===== src/rtl/serial_add_arbiter.sv =====
// serial_add_arbiter: round-robin arbiter sharing one bit-serial full adder between two requesters.
//   Ports: clk, rst (sync, active-high); req0/a0/b0, req1/a1/b1 request inputs;
//   grant (one-hot owner), busy, done (1-cycle pulse), done_id, sum, cout (registered).
//   Optional macro ADDER_CIN_EN adds cin0/cin1 carry-in ports captured at accept.
module serial_add_arbiter #(
    parameter int WIDTH = 8
) (
    input  logic             clk,
    input  logic             rst,
    input  logic             req0,
    input  logic [WIDTH-1:0] a0,
    input  logic [WIDTH-1:0] b0,
    input  logic             req1,
    input  logic [WIDTH-1:0] a1,
    input  logic [WIDTH-1:0] b1,
`ifdef ADDER_CIN_EN
    input  logic             cin0,
    input  logic             cin1,
`endif
    output logic [1:0]       grant,
    output logic             busy,
    output logic             done,
    output logic             done_id,
    output logic [WIDTH-1:0] sum,
    output logic             cout
);
    localparam int CW = $clog2(WIDTH);
    localparam logic [1:0] IDLE  = 2'd0;
    localparam logic [1:0] SHIFT = 2'd1;
    localparam logic [1:0] DONE  = 2'd2;

    logic [1:0]       state_q, state_d;
    logic [CW-1:0]    cnt_q, cnt_d;
    logic             carry_q, carry_d;
    logic             ptr_q, ptr_d;
    logic             owner_q, owner_d;
    logic [WIDTH-1:0] a_q, a_d, b_q, b_d, s_q, s_d;
    logic [1:0]       grant_q, grant_d;
    logic             busy_q, busy_d, done_q, done_d, done_id_q, done_id_d, cout_q, cout_d;
    logic [WIDTH-1:0] sum_q, sum_d;
    logic             win, cin_w, fa_s, fa_c;

`ifdef ADDER_CIN_EN
    assign cin_w = win ? cin1 : cin0;
`else
    assign cin_w = 1'b0;
`endif

    // ptr_q names the requester preferred on a tie
    assign win  = (req0 && req1) ? ptr_q : req1;
    assign fa_s = a_q[0] ^ b_q[0] ^ carry_q;
    assign fa_c = (a_q[0] & b_q[0]) | (carry_q & (a_q[0] ^ b_q[0]));

    always_comb begin
        state_d   = state_q;
        cnt_d     = cnt_q;
        carry_d   = carry_q;
        ptr_d     = ptr_q;
        owner_d   = owner_q;
        a_d       = a_q;
        b_d       = b_q;
        s_d       = s_q;
        grant_d   = grant_q;
        busy_d    = busy_q;
        done_d    = 1'b0;
        done_id_d = done_id_q;
        sum_d     = sum_q;
        cout_d    = cout_q;
        if (state_q == IDLE) begin
            if (req0 || req1) begin
                state_d = SHIFT;
                owner_d = win;
                a_d     = win ? a1 : a0;
                b_d     = win ? b1 : b0;
                carry_d = cin_w;
                cnt_d   = '0;
                grant_d = win ? 2'b10 : 2'b01;
                busy_d  = 1'b1;
            end
        end else if (state_q == SHIFT) begin
            a_d     = a_q >> 1;
            b_d     = b_q >> 1;
            s_d     = {fa_s, s_q[WIDTH-1:1]};
            carry_d = fa_c;
            cnt_d   = cnt_q + CW'(1);
            // the final bit lands directly in the output register so done shows the full sum
            if (cnt_q == CW'(WIDTH - 1)) begin
                state_d   = DONE;
                done_d    = 1'b1;
                done_id_d = owner_q;
                sum_d     = {fa_s, s_q[WIDTH-1:1]};
                cout_d    = fa_c;
            end
        end else begin
            state_d = IDLE;
            grant_d = 2'b00;
            busy_d  = 1'b0;
            ptr_d   = ~owner_q;
        end
    end

    always_ff @(posedge clk) begin
        if (rst) begin
            state_q   <= IDLE;
            cnt_q     <= '0;
            carry_q   <= 1'b0;
            ptr_q     <= 1'b0;
            owner_q   <= 1'b0;
            a_q       <= '0;
            b_q       <= '0;
            s_q       <= '0;
            grant_q   <= 2'b00;
            busy_q    <= 1'b0;
            done_q    <= 1'b0;
            done_id_q <= 1'b0;
            sum_q     <= '0;
            cout_q    <= 1'b0;
        end else begin
            state_q   <= state_d;
            cnt_q     <= cnt_d;
            carry_q   <= carry_d;
            ptr_q     <= ptr_d;
            owner_q   <= owner_d;
            a_q       <= a_d;
            b_q       <= b_d;
            s_q       <= s_d;
            grant_q   <= grant_d;
            busy_q    <= busy_d;
            done_q    <= done_d;
            done_id_q <= done_id_d;
            sum_q     <= sum_d;
            cout_q    <= cout_d;
        end
    end

    assign grant   = grant_q;
    assign busy    = busy_q;
    assign done    = done_q;
    assign done_id = done_id_q;
    assign sum     = sum_q;
    assign cout    = cout_q;
endmodule

===== config.mk =====
export PLATFORM = sky130hd
export DESIGN_NAME = serial_add_arbiter
export DESIGN_NICKNAME = d
export VERILOG_FILES = /design/src/rtl/serial_add_arbiter.sv
export SDC_FILE = /design/constraint.sdc
export NUM_CORES = 1
export LEC_CHECK = 0
export CAP_MARGIN = 20
export CORE_UTILIZATION = 40
export DETAILED_ROUTE_END_ITERATION = 7
export HOLD_SLACK_MARGIN = 0.03
export PLACE_DENSITY = 0.77
export SLEW_MARGIN = 20
export SYNTH_ARGS = -nofsm -noshare
export SYNTH_HDL_FRONTEND = slang
export SYNTH_SLANG_ARGS = --single-unit

===== constraint.sdc =====
create_clock -name clk -period 1.29 [get_ports clk]
set_input_delay 0.258 -clock clk [delete_from_list [all_inputs] [get_ports clk]]
set_output_delay 0.258 -clock clk [all_outputs]
set_load 0.02 [all_outputs]

Word level (Yosys, flattened, before mapping)
Cells that the tools add are included.
{"block": "word_totals", "register_bits": 46, "output_inout_bits": 14, "elab_cells": 67}
{"block": "classes", "addsub": 1, "n_eq_ne": 5, "mux": 27, "n_bitwise": 8, "reduce_logical": 12}
{"operator": "$mux W8", "count": 8}
{"operator": "$mux W2", "count": 8}
{"operator": "$reduce_and A2 Y1", "count": 6}
{"operator": "$mux W3", "count": 3}
{"operator": "$mux W1", "count": 8}
{"operator": "$add A3 B1 Y3 const B", "count": 1}
{"operator": "$eq A3 B3 Y1 const B", "count": 1}
{"operator": "$ne A3 B2 Y1 const B", "count": 1}
{"operator": "$not A1 Y1", "count": 3}
{"operator": "$reduce_and A3 Y1", "count": 1}
{"operator": "$reduce_or A3 Y1", "count": 1}
{"operator": "$and A1 B1 Y1", "count": 2}
{"operator": "$eq A2 B1 Y1 const B", "count": 1}
{"operator": "$logic_not A2 Y1", "count": 1}
{"operator": "$ne A2 B1 Y1 const B", "count": 1}
{"operator": "$ne A2 B2 Y1 const B", "count": 1}
{"operator": "$reduce_bool A2 Y1", "count": 1}
{"operator": "$xor A1 B1 Y1", "count": 2}
{"operator": "$logic_and A1 B1 Y1", "count": 1}
{"operator": "$logic_or A1 B1 Y1", "count": 1}
{"operator": "$or A1 B1 Y1", "count": 1}

Depth between registers and ports, before layout
Gate-level depths: netlist of run 1.
{"block": "logic_depth", "depth_word": 5, "ltp_mapped": 6}

Worst setup path after synthesis of run 1
OpenSTA, ideal clock, no wires.
{"block": "synth_timing", "path_kind": "flip-flop to flip-flop", "from": "register state_q[0]", "to": "register grant_q[0], in the netlist grant[0]", "setup_ns": 0.128, "arrival_ns": 1.106, "t_required_ns": 1.162, "path_slack_ns": 0.056, "path_stages_with_launch": 7, "n_path_buf": 2, "synth_period_minus_slack_ns": 1.234, "cell_sequence": "dfxtp_1 buf_4 nor2_2 buf_6 o21ai_1 mux2i_1 nor2_1"}
{"block": "synth_via", "elab_chain_len": 3, "word_cells_on_any_way": 6}
{"element": "start: declaration", "line": "32", "rtl": "logic [1:0] state_q, state_d;"}
{"element": "start signal: assignment", "line": "119", "rtl": "state_q <= state_d;"}
{"element": "$eq A2 B1 Y1 or $logic_not A2 Y1 (tied branches)", "line": "80, 69"}
{"element": "$ne A2 B2 Y1 (no source line) or $ne A2 B1 Y1 (tied branches)"}
{"element": "$reduce_and A2 Y1 (no source line)"}
{"element": "end signal: assignment", "line": "127", "rtl": "grant_q <= grant_d;"}
{"element": "end: declaration", "line": "38", "rtl": "logic [1:0] grant_q, grant_d;"}
Parallel ways exist; a longest one is shown, timed or not.
A chain may end at the register's enable or synchronous reset.

Worst setup path in the final report of run 1
{"block": "layout_timing", "from": "register ptr_q", "to": "register b_q[6]"}
{"block": "layout_via", "elab_chain_len": 4}
{"element": "start: declaration", "line": "35", "rtl": "logic ptr_q, ptr_d;"}
{"element": "start signal: assignment", "line": "122", "rtl": "ptr_q <= ptr_d;"}
{"element": "$mux W1", "line": "50", "rtl": "assign win = (req0 && req1) ? ptr_q : req1;"}
{"element": "$mux W8", "line": "74", "rtl": "b_d = win ? b1 : b0;"}
{"element": "$mux W8", "line": "70", "rtl": "if (req0 || req1) begin"}
{"element": "$mux W8", "line": "69", "rtl": "if (state_q == IDLE) begin"}
{"element": "end signal: assignment", "line": "110", "rtl": "b_q <= '0;"}
{"element": "end signal: assignment", "line": "125", "rtl": "b_q <= b_d;"}
{"element": "end: declaration", "line": "37", "rtl": "logic [WIDTH-1:0] a_q, a_d, b_q, b_d, s_q, s_d;"}
No other way between the ends. The select of a mux whose other input is x is not followed.

==> results of run 1 <==
kinds of logic after synthesis:
| logic type | Yosys count | synth area share |
|---|---|---|
| compound gates | 59 | 0.204 |
| fa+ha+maj | 3 | 0.0230 |
| buf+inv | 22 | 0.0690 |
| flops | 45 | 0.460 |
| mux | 3 | 0.0160 |
| simple gates | 100 | 0.228 |
path summary, 6_finish.rpt:
| kind | slack, ns | start | to | cells after the start |
|---|---|---|---|---|
| worst max-delay path | -0.13 | ptr_q$_SDFFE_PP0P_ | b_q[6]$_SDFFE_PP0P_ | 6 |
| worst min-delay path | 0.45 | sum[1]$_SDFFE_PP0P_ | sum[1]$_SDFFE_PP0P_ | 2 |
| worst max register to register | -0.13 | ptr_q$_SDFFE_PP0P_ | b_q[6]$_SDFFE_PP0P_ | 6 |
| worst min register to register | 0.45 | sum[1]$_SDFFE_PP0P_ | sum[1]$_SDFFE_PP0P_ | 2 |
Yosys cell counts, types with 4 or more instances:
library cell  number
buf_4              4
nand3_1           28
a22oi_1            4
clkbuf_1           5
a21oi_1           33
nor2_1            24
dfxtp_1           45
buf_6              4
a311oi_1          14
buf_2              6
nand2_1           36
worst max-delay path, delay by kind of cell, from the launching register on:
family,cells,cell delay (ns)
AOI/OAI and AO/OA,2,0.53
buffers and inverters,3,0.39
DFF,1,0.33
and+or+nand+nor,1,0.07
flip-flops by register name, summed over array words and instances, names as in the netlist, 2 cells and up:
name and count:
a_q 8, s_q 7, b_q 8, state_q 2, cnt_q 3, sum 8
grant 2
through the flow:
step	util	power, W
global route	0.664	0.00313
detailed placement	0.569	0.00198
finish	0.664	0.00303
CTS	0.621	0.00294
global placement	0.569	0.00197
floorplan	-	0.00174
power groups by stage:
stage / registers, W / clock network [W] / logic (W)
after floorplan: 0.00152 / 0 / 0.000222
after global placement: 0.00152 / 0 / 0.000448
after detailed placement: 0.00152 / 0 / 0.000456
after CTS: 0.00149 / 0.000925 / 0.000531
after global routing: 0.00150 / 0.000987 / 0.000651
final: 0.00149 / 0.000931 / 0.000613
routing by layer:
metal	share of wire	vias to the layer above	wire (microns)
met5	0	-	0
met2	0.52	89	2910
met3	0.053	11	299
met4	0.019	0	106
li1	-	968	-
met1	0.41	928	2320
final cells by class:
type                            count  area share
Clock buffer                        6      0.0263
Clock inverter                      2     0.00439
Inverter                            2     0.00239
Multi-Input combinational cell    165       0.345
Sequential cell                    45       0.290
Tap cell                           67      0.0267
Timing Repair Buffer               87       0.305
timing repair:
item                                    CTS  global route
pin swaps                                 5            13
hold buffers                              0             0
cloned                                    4             1
gates resized for setup                  25            44
setup buffers                             4             5
endpoints found under the setup margin   29            30
==> flow_summary.yaml, run 1 <==
clocking:
  tritoncts: "yes"
  cts_root_buf: "clkbuf_8"
  htree_levels: 2
  numCtsBuffers: 5
  clock-sinks: 45
  clk_pin_slew_ns: 0.08
  clk_path_buf_depth: 2
  clock_latency_ns: 0.31
pwr:
  ir_worst_vdd_mv: 0.647
  p_sw_frac: 0.267
  switching_power_w: 0.000810
  comb_power_share: 0.202
  intPower_w: 0.00222
  p_leak_nw: 1.22
  clkPwrFrac: 0.307
  p_per_area_nw_per_um2: 967
  seqPwrFrac: 0.491
routing:
  via_count: 1996
  wl_microns: 5640
  first_pass_iters: 4
  drt_iter0_drc: 117
  drt-wirelength-per-cell_microns: 15.1
  final_antenna_net_count: 0
  vias_per_cell: 5.34
  drcViolationCount: 0
layout:
  drive_above_1_share: 0.274
  fillers: 365
  seqCellArea_sq_um: 908
  multi_input_area_sq_um: 1080
  mostFrequentLayoutCells: "dfxtp_1, nand2_1, clkdlybuf4s50_1"
  fin_area_sq_um: 3140
  insertedDiodeCount: 0
  fin_cells: 374
  syn2layout_area_growth_pct: 60.3
  final_nets: 345
  final_common_cell: "dfxtp_1"
worst_setup_path:
  critPathRequiredTime_ns: 1.50
  critPathMaxFanout: 8
  cp_common_cell: "buf_6"
  arrival_ns: 1.63
  crit_path_cell_trace: "buf_6, o21ai_4, buf_6, buf_16, nand3_4, a311oi_2"
  crit_type: "flip-flop to flip-flop"
  crit_slowest_cell: "dfxtp_2"
  max_stage_delay_ns: 0.33
  cp-end-kind: "flip-flop"
  start_kind: "flip-flop"
synth:
  synth.distinct_cells: 34
  synth_ff_type: "dfxtp_1"
  synth_largest_area_cell: "dfxtp_1"
  yosysTopAreaCellShare: 0.460
  yosysWarnings: 0
  synth_fp_nets: 271
  synth.cell_area_sq_um: 1960
  synth_edf_count: 0
  ys_seq_area_frac: 0.460
  synthCells: 232
  synth_area_leaders: "dfxtp_1, a21oi_1, nand3_1"
  synth_area_per_cell_sq_um: 8.43
  synthArstFlopShare: 0
  synth_seq_cells: 45
timing:
  worst_hold_slack_ns: 0.451
  hold_viol_final: 0
  slew_viol_final: 0
  clock-skew-final_ns: 0.0102
  tightest_slew_ns: 0.306
  grt_setup_unrepaired: "yes"
  fin_crit_sh: 1.10
  tns_ns: -0.632
  fmax_mhz: 704
  setup_viol: 13
  min_period_ns: 1.42
  fin_ws_ns: -0.131
  maxSlewHeadroom: 0.793
outcome:
  status: "finished, violations left"
  violations: "negative setup slack"
floorplan:
  core_sq_um: 4720
  start_util: 0.414
  fp-row-count: 25
  die_x_microns: 71.9
  io_pins: 50
  die_area_sq_um: 5180
  die_y_microns: 71.9
grt:
  globalRouteMet3Util: 0.0597
  grt_antenna_before_repair: 0
  grt_use_met2: 0.372
  grt_max_degree: 24
  met1_usage: 0.244
  grt.busiest_layer: "met2"
  grt_pass1_wl_microns: 8480
  grt_usage: 0.215
  grt-ovfl-total: 0
  first_global_vias: 1907
place:
  place_inst: 354
  placedInstanceArea_sq_um: 2690
  hpwlAfterDp_microns: 3070
  routabilityCongestion: 0.813
  port_buffers: 49
  dp_slack_ns: -0.394
run:
  max_cap_violations: 0
hold_path:
  hp-class: "flip-flop to flip-flop"
Note: power is estimated with default switching activity, not from simulation.
==> inputs of run 2 (changes only) <==
CTS_CLUSTER_DIAMETER = 150   (was default)
SLEW_MARGIN = default   (was 20)
==> results of run 2 <==
The final DEF is identical to that of run 1; final timing and power are the same.
